<file path="src/rtl/game_pkg.sv">
// Shared types and default constants for the obstacle_dodger sequencing logic.
package game_pkg;

   typedef enum logic [2:0] {
      IDLE   = 3'd0,
      DRAW   = 3'd1,
      WAIT   = 3'd2,
      ERASE  = 3'd3,
      UPDATE = 3'd4,
      OVER   = 3'd5
   } state_t;

   localparam int SPRITE_PIXELS_DEF = 16;
   localparam int SPRITES_DEF       = 2;
   localparam int FRAME_CYCLES_DEF  = 833334;
   localparam int SCORE_W           = 8;

endpackage

</file>
<file path="src/rtl/game_control_frame_timer.sv">
// Frame-period counter: cleared on DRAW entry, flags the last cycle of the frame.
module frame_timer #(
   parameter int FRAME_CYCLES = game_pkg::FRAME_CYCLES_DEF
) (
   input  logic clock,
   input  logic resetn,
   input  logic clear,
   input  logic enable,
   output logic expire
);

   localparam int CNT_W = (FRAME_CYCLES > 1) ? $clog2(FRAME_CYCLES) : 1;
   localparam logic [CNT_W-1:0] CNT_LAST = CNT_W'(FRAME_CYCLES - 1);

   logic [CNT_W-1:0] count_q;

   // Wrap during ERASE is harmless: expire is only consulted in WAIT.
   always_ff @(posedge clock) begin
      if (!resetn)     count_q <= '0;
      else if (clear)  count_q <= '0;
      else if (enable) count_q <= count_q + CNT_W'(1);
   end

   assign expire = (count_q == CNT_LAST);

endmodule

</file>
<file path="src/rtl/game_control.sv">
// Game sequencer: draw / wait / erase / update per frame, score keeping and freeze on collision.
module game_control
   import game_pkg::*;
#(
   parameter int SPRITE_PIXELS = SPRITE_PIXELS_DEF,
   parameter int SPRITES       = SPRITES_DEF,
   parameter int FRAME_CYCLES  = FRAME_CYCLES_DEF
) (
   input  logic               clock,
   input  logic               resetn,
   input  logic               start,
   input  logic               collide,
   input  logic               finish,
   output logic               draw,
   output logic               plot,
   output logic               erase,
   output logic               setoff,
   output logic               step,
   output logic               game_over,
   output logic [SCORE_W-1:0] score,
   output state_t             state_dbg
);

   localparam int N     = SPRITES * SPRITE_PIXELS;
   localparam int PIX_W = (N > 1) ? $clog2(N) : 1;
   localparam logic [PIX_W-1:0]   PIX_LAST  = PIX_W'(N - 1);
   localparam logic [SCORE_W-1:0] SCORE_MAX = '1;

   state_t             state_q, state_d;
   logic [PIX_W-1:0]   pix_q, pix_d;
   logic [SCORE_W-1:0] score_q, score_d;
   logic               timer_clear, timer_enable, frame_expire;

   frame_timer #(.FRAME_CYCLES(FRAME_CYCLES)) u_frame_timer (
      .clock  (clock),
      .resetn (resetn),
      .clear  (timer_clear),
      .enable (timer_enable),
      .expire (frame_expire)
   );

   always_ff @(posedge clock) begin
      if (!resetn) begin
         state_q <= IDLE;
         pix_q   <= '0;
         score_q <= '0;
      end else begin
         state_q <= state_d;
         pix_q   <= pix_d;
         score_q <= score_d;
      end
   end

   always_comb begin
      state_d     = state_q;
      pix_d       = pix_q;
      score_d     = score_q;
      timer_clear = 1'b0;
      unique case (state_q)
         IDLE: begin
            if (start) begin
               state_d     = DRAW;
               pix_d       = '0;
               score_d     = '0;
               timer_clear = 1'b1;
            end
         end
         DRAW: begin
            pix_d = pix_q + PIX_W'(1);
            if (pix_q == PIX_LAST) state_d = WAIT;
         end
         WAIT: begin
            // Collision outranks frame expiry so a hit frame is never erased.
            if (collide) begin
               state_d = OVER;
            end else if (frame_expire) begin
               state_d = ERASE;
               pix_d   = '0;
            end
         end
         ERASE: begin
            pix_d = pix_q + PIX_W'(1);
            if (pix_q == PIX_LAST) state_d = UPDATE;
         end
         UPDATE: begin
            if (finish && (score_q != SCORE_MAX)) score_d = score_q + SCORE_W'(1);
            state_d     = DRAW;
            pix_d       = '0;
            timer_clear = 1'b1;
         end
         OVER: begin
            if (start) state_d = IDLE;
         end
         default: state_d = IDLE;
      endcase
   end

   assign timer_enable = (state_q == DRAW) || (state_q == WAIT) ||
                         (state_q == ERASE) || (state_q == UPDATE);

   assign draw      = (state_q == DRAW) || (state_q == ERASE);
   assign plot      = draw;
   assign erase     = (state_q == ERASE);
   assign setoff    = (state_q != IDLE) && (state_q != OVER);
   assign step      = (state_q == UPDATE);
   assign game_over = (state_q == OVER);
   assign score     = score_q;
   assign state_dbg = state_q;

endmodule

</file>
<file path="config.mk">
export PLATFORM = sky130hd
export DESIGN_NAME = game_control
export DESIGN_NICKNAME = d
export VERILOG_FILES = /design/src/rtl/game_pkg.sv /design/src/rtl/game_control_frame_timer.sv /design/src/rtl/game_control.sv
export SDC_FILE = /design/constraint.sdc
export NUM_CORES = 1
export LEC_CHECK = 0
export BUFFER_PORTS_ARGS = -buffer_cell sky130_fd_sc_hd__buf_2
export CORE_AREA = 2 2 74 76
export CTS_CLUSTER_SIZE = 40
export DETAILED_ROUTE_END_ITERATION = 6
export DIE_AREA = 0 0 76 78
export HOLD_SLACK_MARGIN = 0.12
export MAX_ROUTING_LAYER = met4
export PLACE_DENSITY = 0.62
export SLEW_MARGIN = 20
export SYNTH_ARGS = -nofsm -noshare
export SYNTH_HDL_FRONTEND = slang
export SYNTH_SLANG_ARGS = --single-unit
</file>
<file path="constraint.sdc">
create_clock -name clock -period 1.7 [get_ports clock]
set_clock_uncertainty 0.15 [all_clocks]
set_input_delay 0.34 -clock clock [delete_from_list [all_inputs] [get_ports clock]]
set_output_delay 0.34 -clock clock [all_outputs]
set_load 0.05 [all_outputs]
</file>
==> impl_metrics.py <==
metrics = {
    "clock_network": {
        "cts_sinks": 36,
        "cts_buffer_depth": 2,
        "worstSkewPairLatency_ns": 0.29,
        "cts-hold-fix-buffers": 0,
        "cts-root-buf": "clkbuf_8",
        "tritoncts": "yes",
        "cts_buffers": 5,
        "clkTransAtPathRegs_ns": 0.08,
        "cts.htree.levels": 2,
    },
    "synth": {
        "syn_nets": 234,
        "synth_area_um2": 1969,
        "ys_async_sr_fraction_pct": 0,
        "synthTopCellsByCount": "36 x dfxtp_1, 16 x nor2_1, 14 x nand2_1",
        "yosysWarnings": 0,
        "synthFlopType": "dfxtp_1",
        "synth_most_common_cell": "dfxtp_1",
        "ys_seq_elements": 36,
        "synth_cell_types": 52,
        "synth_edf_count": 0,
        "synth_top_cell_by_area": "dfxtp_1",
        "synth_top_cell_area_share_pct": 36.59,
        "postSynthCellCount": 224,
        "avgSynthCellArea_um2": 8.792,
        "synthTopCellsByArea": "dfxtp_1 37%, o31ai_1 3.8%, or4_1 3.8%, ha_1 3.2%, xor2_1 3.1%",
        "ys_seq_area_share_pct": 36.59,
    },
    "sta": {
        "fmax_mhz": 538.0,
        "finalMaxSlewViolations": 0,
        "tns_ns": -1.546,
        "finalCritPeriodShare_pct": 109.3,
        "tightestPinTransition_ns": 0.3734,
        "finalCriticalPeriod_ns": 1.859,
        "slew_headroom_pct": 74.84,
        "final-setup-viol-count": 19,
        "final.setup.worst_slack_ns": -0.1586,
        "hold_viol": 0,
        "rsz0062_at_grt": "true",
    },
    "worst_setup_path": {
        "crit_path_end_kind": "flip-flop",
        "regToRegStartpoint": "state_dbg[0]",
        "arrival_ns": 1.93,
        "critPathRequiredTime_ns": 1.77,
        "ff2ff_setup_slack_ns": -0.16,
        "reg2regPathDepth": 6,
        "startpoint_type": "flip-flop",
        "crit_fanout": 7,
        "reg2reg_to": "u_frame_timer.count_q[11]",
        "critPathKind": "reg -> reg",
    },
    "power_and_ir_drop": {
        "p_leak_uw": 0.001327,
        "p_per_area_nw_per_um2": 610.1,
        "vdd_ir_drop_max_v": 0.0004945,
    },
    "run_status": {
        "outcome": "finished, violations left",
        "violations": "setup timing",
    },
    "detailed_routing": {
        "post_drt_via_cell_ratio": 5.308,
        "num_vias": 2065,
        "wl_mm": 5.717,
        "drt.antenna.violating_nets": 0,
        "wl_per_cell_um": 14.70,
        "first_pass_iters": 4,
        "drc_errors": 0,
        "route.met2.wl_mm": 2.955,
        "drt_iter0_markers": 90,
        "wl_met1_mm": 2.502,
        "dr_wl_met3_um": 176,
        "top_layer": "met4",
    },
    "layout": {
        "insertedDiodeCount": 0,
        "final_core_util_pct": 62.61,
        "nets": 328,
        "syn_to_final_growth_pct": 60.29,
        "drive_gt1_share_pct": 51.41,
    },
    "global_routing": {
        "grt_pass1_vias": 1989,
        "grt_antenna_before_repair": 0,
        "grt_pass1_wl_mm": 9.108,
        "grt_overflow": 0,
        "gr-usage-all-layers_pct": 19.71,
        "grt_max_degree": 12,
    },
    "floorplanning": {
        "die_area_um2": 5928,
        "core_area_um2": 5042,
        "num_io_pins": 22,
        "start_util_pct": 39.06,
        "die_h_um": 78,
        "fp.dieW_um": 76,
        "std_cell_rows": 26,
    },
    "placement": {
        "finalWeightedCongestion": 0.8482,
        "place_ws_ns": -0.1153,
        "port_buffers": 21,
        "post-dp-hpwl_mm": 3.630,
    },
    "hold_path": {
        "min_from": "resetn",
        "hold_depth": 3,
        "min_to": "score[1]",
        "hold_class": "in -> reg",
    },
    "flow_run": {
        "maxCapViolCount": 0,
    },
}
cells by family (layout without fill, tap and decap cells):
kind of cell | count (synthesis) | after routing | share of synthesized area, %
xor gates and xnor gates | 9 | 9 | 4.003
muxes | 2 | 2 | 1.080
and+or+nand+nor | 103 | 105 | 31.83
buffers and inverters | 19 | 112 | 4.955
adders and majority gates | 5 | 5 | 3.177
AOI/OAI and AO/OA | 50 | 50 | 18.36
DFF | 36 | 36 | 36.59
final cells by class:
class | instances | area (µm²)
clock buffer | 6 | 82.58
clock inverter | 2 | 10.01
fill | 404 | 1886
inverter | 7 | 26.28
multi-input combinational | 171 | 1415
sequential | 36 | 744.5
tap | 70 | 87.58
timing repair buffer | 97 | 790.8
stage by stage:
step	hold WS (ns)	std cells	total power [µW]	area, µm²
global placement	0.3022	366	1185	2626
CTS	0.1758	387	1880	2955
detailed placement	0.3155	366	1186	2626
global route	0.1987	389	2008	3157
finish	0.1806	389	1926	3157
floorplan	0.2984	224	1085	2047
registers in the layout (all words and copies together), names as in the netlist:
name	flops
pix_q	5
u_frame_timer.count_q	20
state_dbg	3
score	8
worst max-delay path by stage:
stage	startpoint	endpoint	slack (ns)	cells past startpoint
after global routing	state_dbg[0]	u_frame_timer.count_q[10]	-0.19	6
after detailed placement	u_frame_timer.count_q[3]	u_frame_timer.count_q[18]	-0.12	5
final	state_dbg[0]	u_frame_timer.count_q[11]	-0.16	6
after global placement	u_frame_timer.count_q[1]	pix_q[2]	-0.1	7
after CTS	state_dbg[2]	setoff	-0.15	4
after floorplan	state_dbg[2]	score[7]	-0.49	6
timing repair:
action | CTS | global route
resized for setup | 33 | 48
pin swaps | 10 | 10
endpoints found under the setup margin | 24 | 41
buffers inserted | 11 | 4
cloned | 2 | 0
metal layers:
layer / track usage, % / up-vias
met2: 33.84 / 36
met3: 3.023 / 8
met4: 10.18 / 0
li1: - / 1041
met1: 22.41 / 980
met5: - / -
cell usage in the layout, fill, tap and decap left out, types with 2 or more instances in the layout:
cell type	count
clkinv_2	2
clkbuf_8	6
a21oi_1	7
dfxtp_4	3
buf_8	5
or3_1	2
dfxtp_2	10
or4_1	4
or4_4	6
xnor2_1	2
and4_1	3
nor2_1	15
nor3b_1	2
dfxtp_1	23
ha_2	2
nor3b_4	2
or3_4	2
a211o_1	5
buf_6	10
nand2_1	14
nand3_4	3
a21oi_2	4
buf_2	15
nor3_1	6
ha_4	2
o21ai_0	4
buf_4	65
nand4_1	7
and3_1	6
o31ai_1	10
inv_1	6
nand3_1	10
and2_4	3
a32o_1	2
a21o_1	4
xor2_1	7
nand4_4	2
buf_12	2
power by group:
part / total, µW / switching (µW) / internal (µW)
sequential: 878 / 19.2 / 859
clock: 649 / 325 / 324
combinational: 399 / 207 / 192
worst max-delay path: stages, from the launching register on:
cell and delay (ns):
dfxtp_4 0.38, buf_6 0.12, o21ai_4 0.22, buf_12 0.14, nand3_4 0.14, or4_4 0.51
a21oi_1 0.13
(Power assumes the default switching activity.)
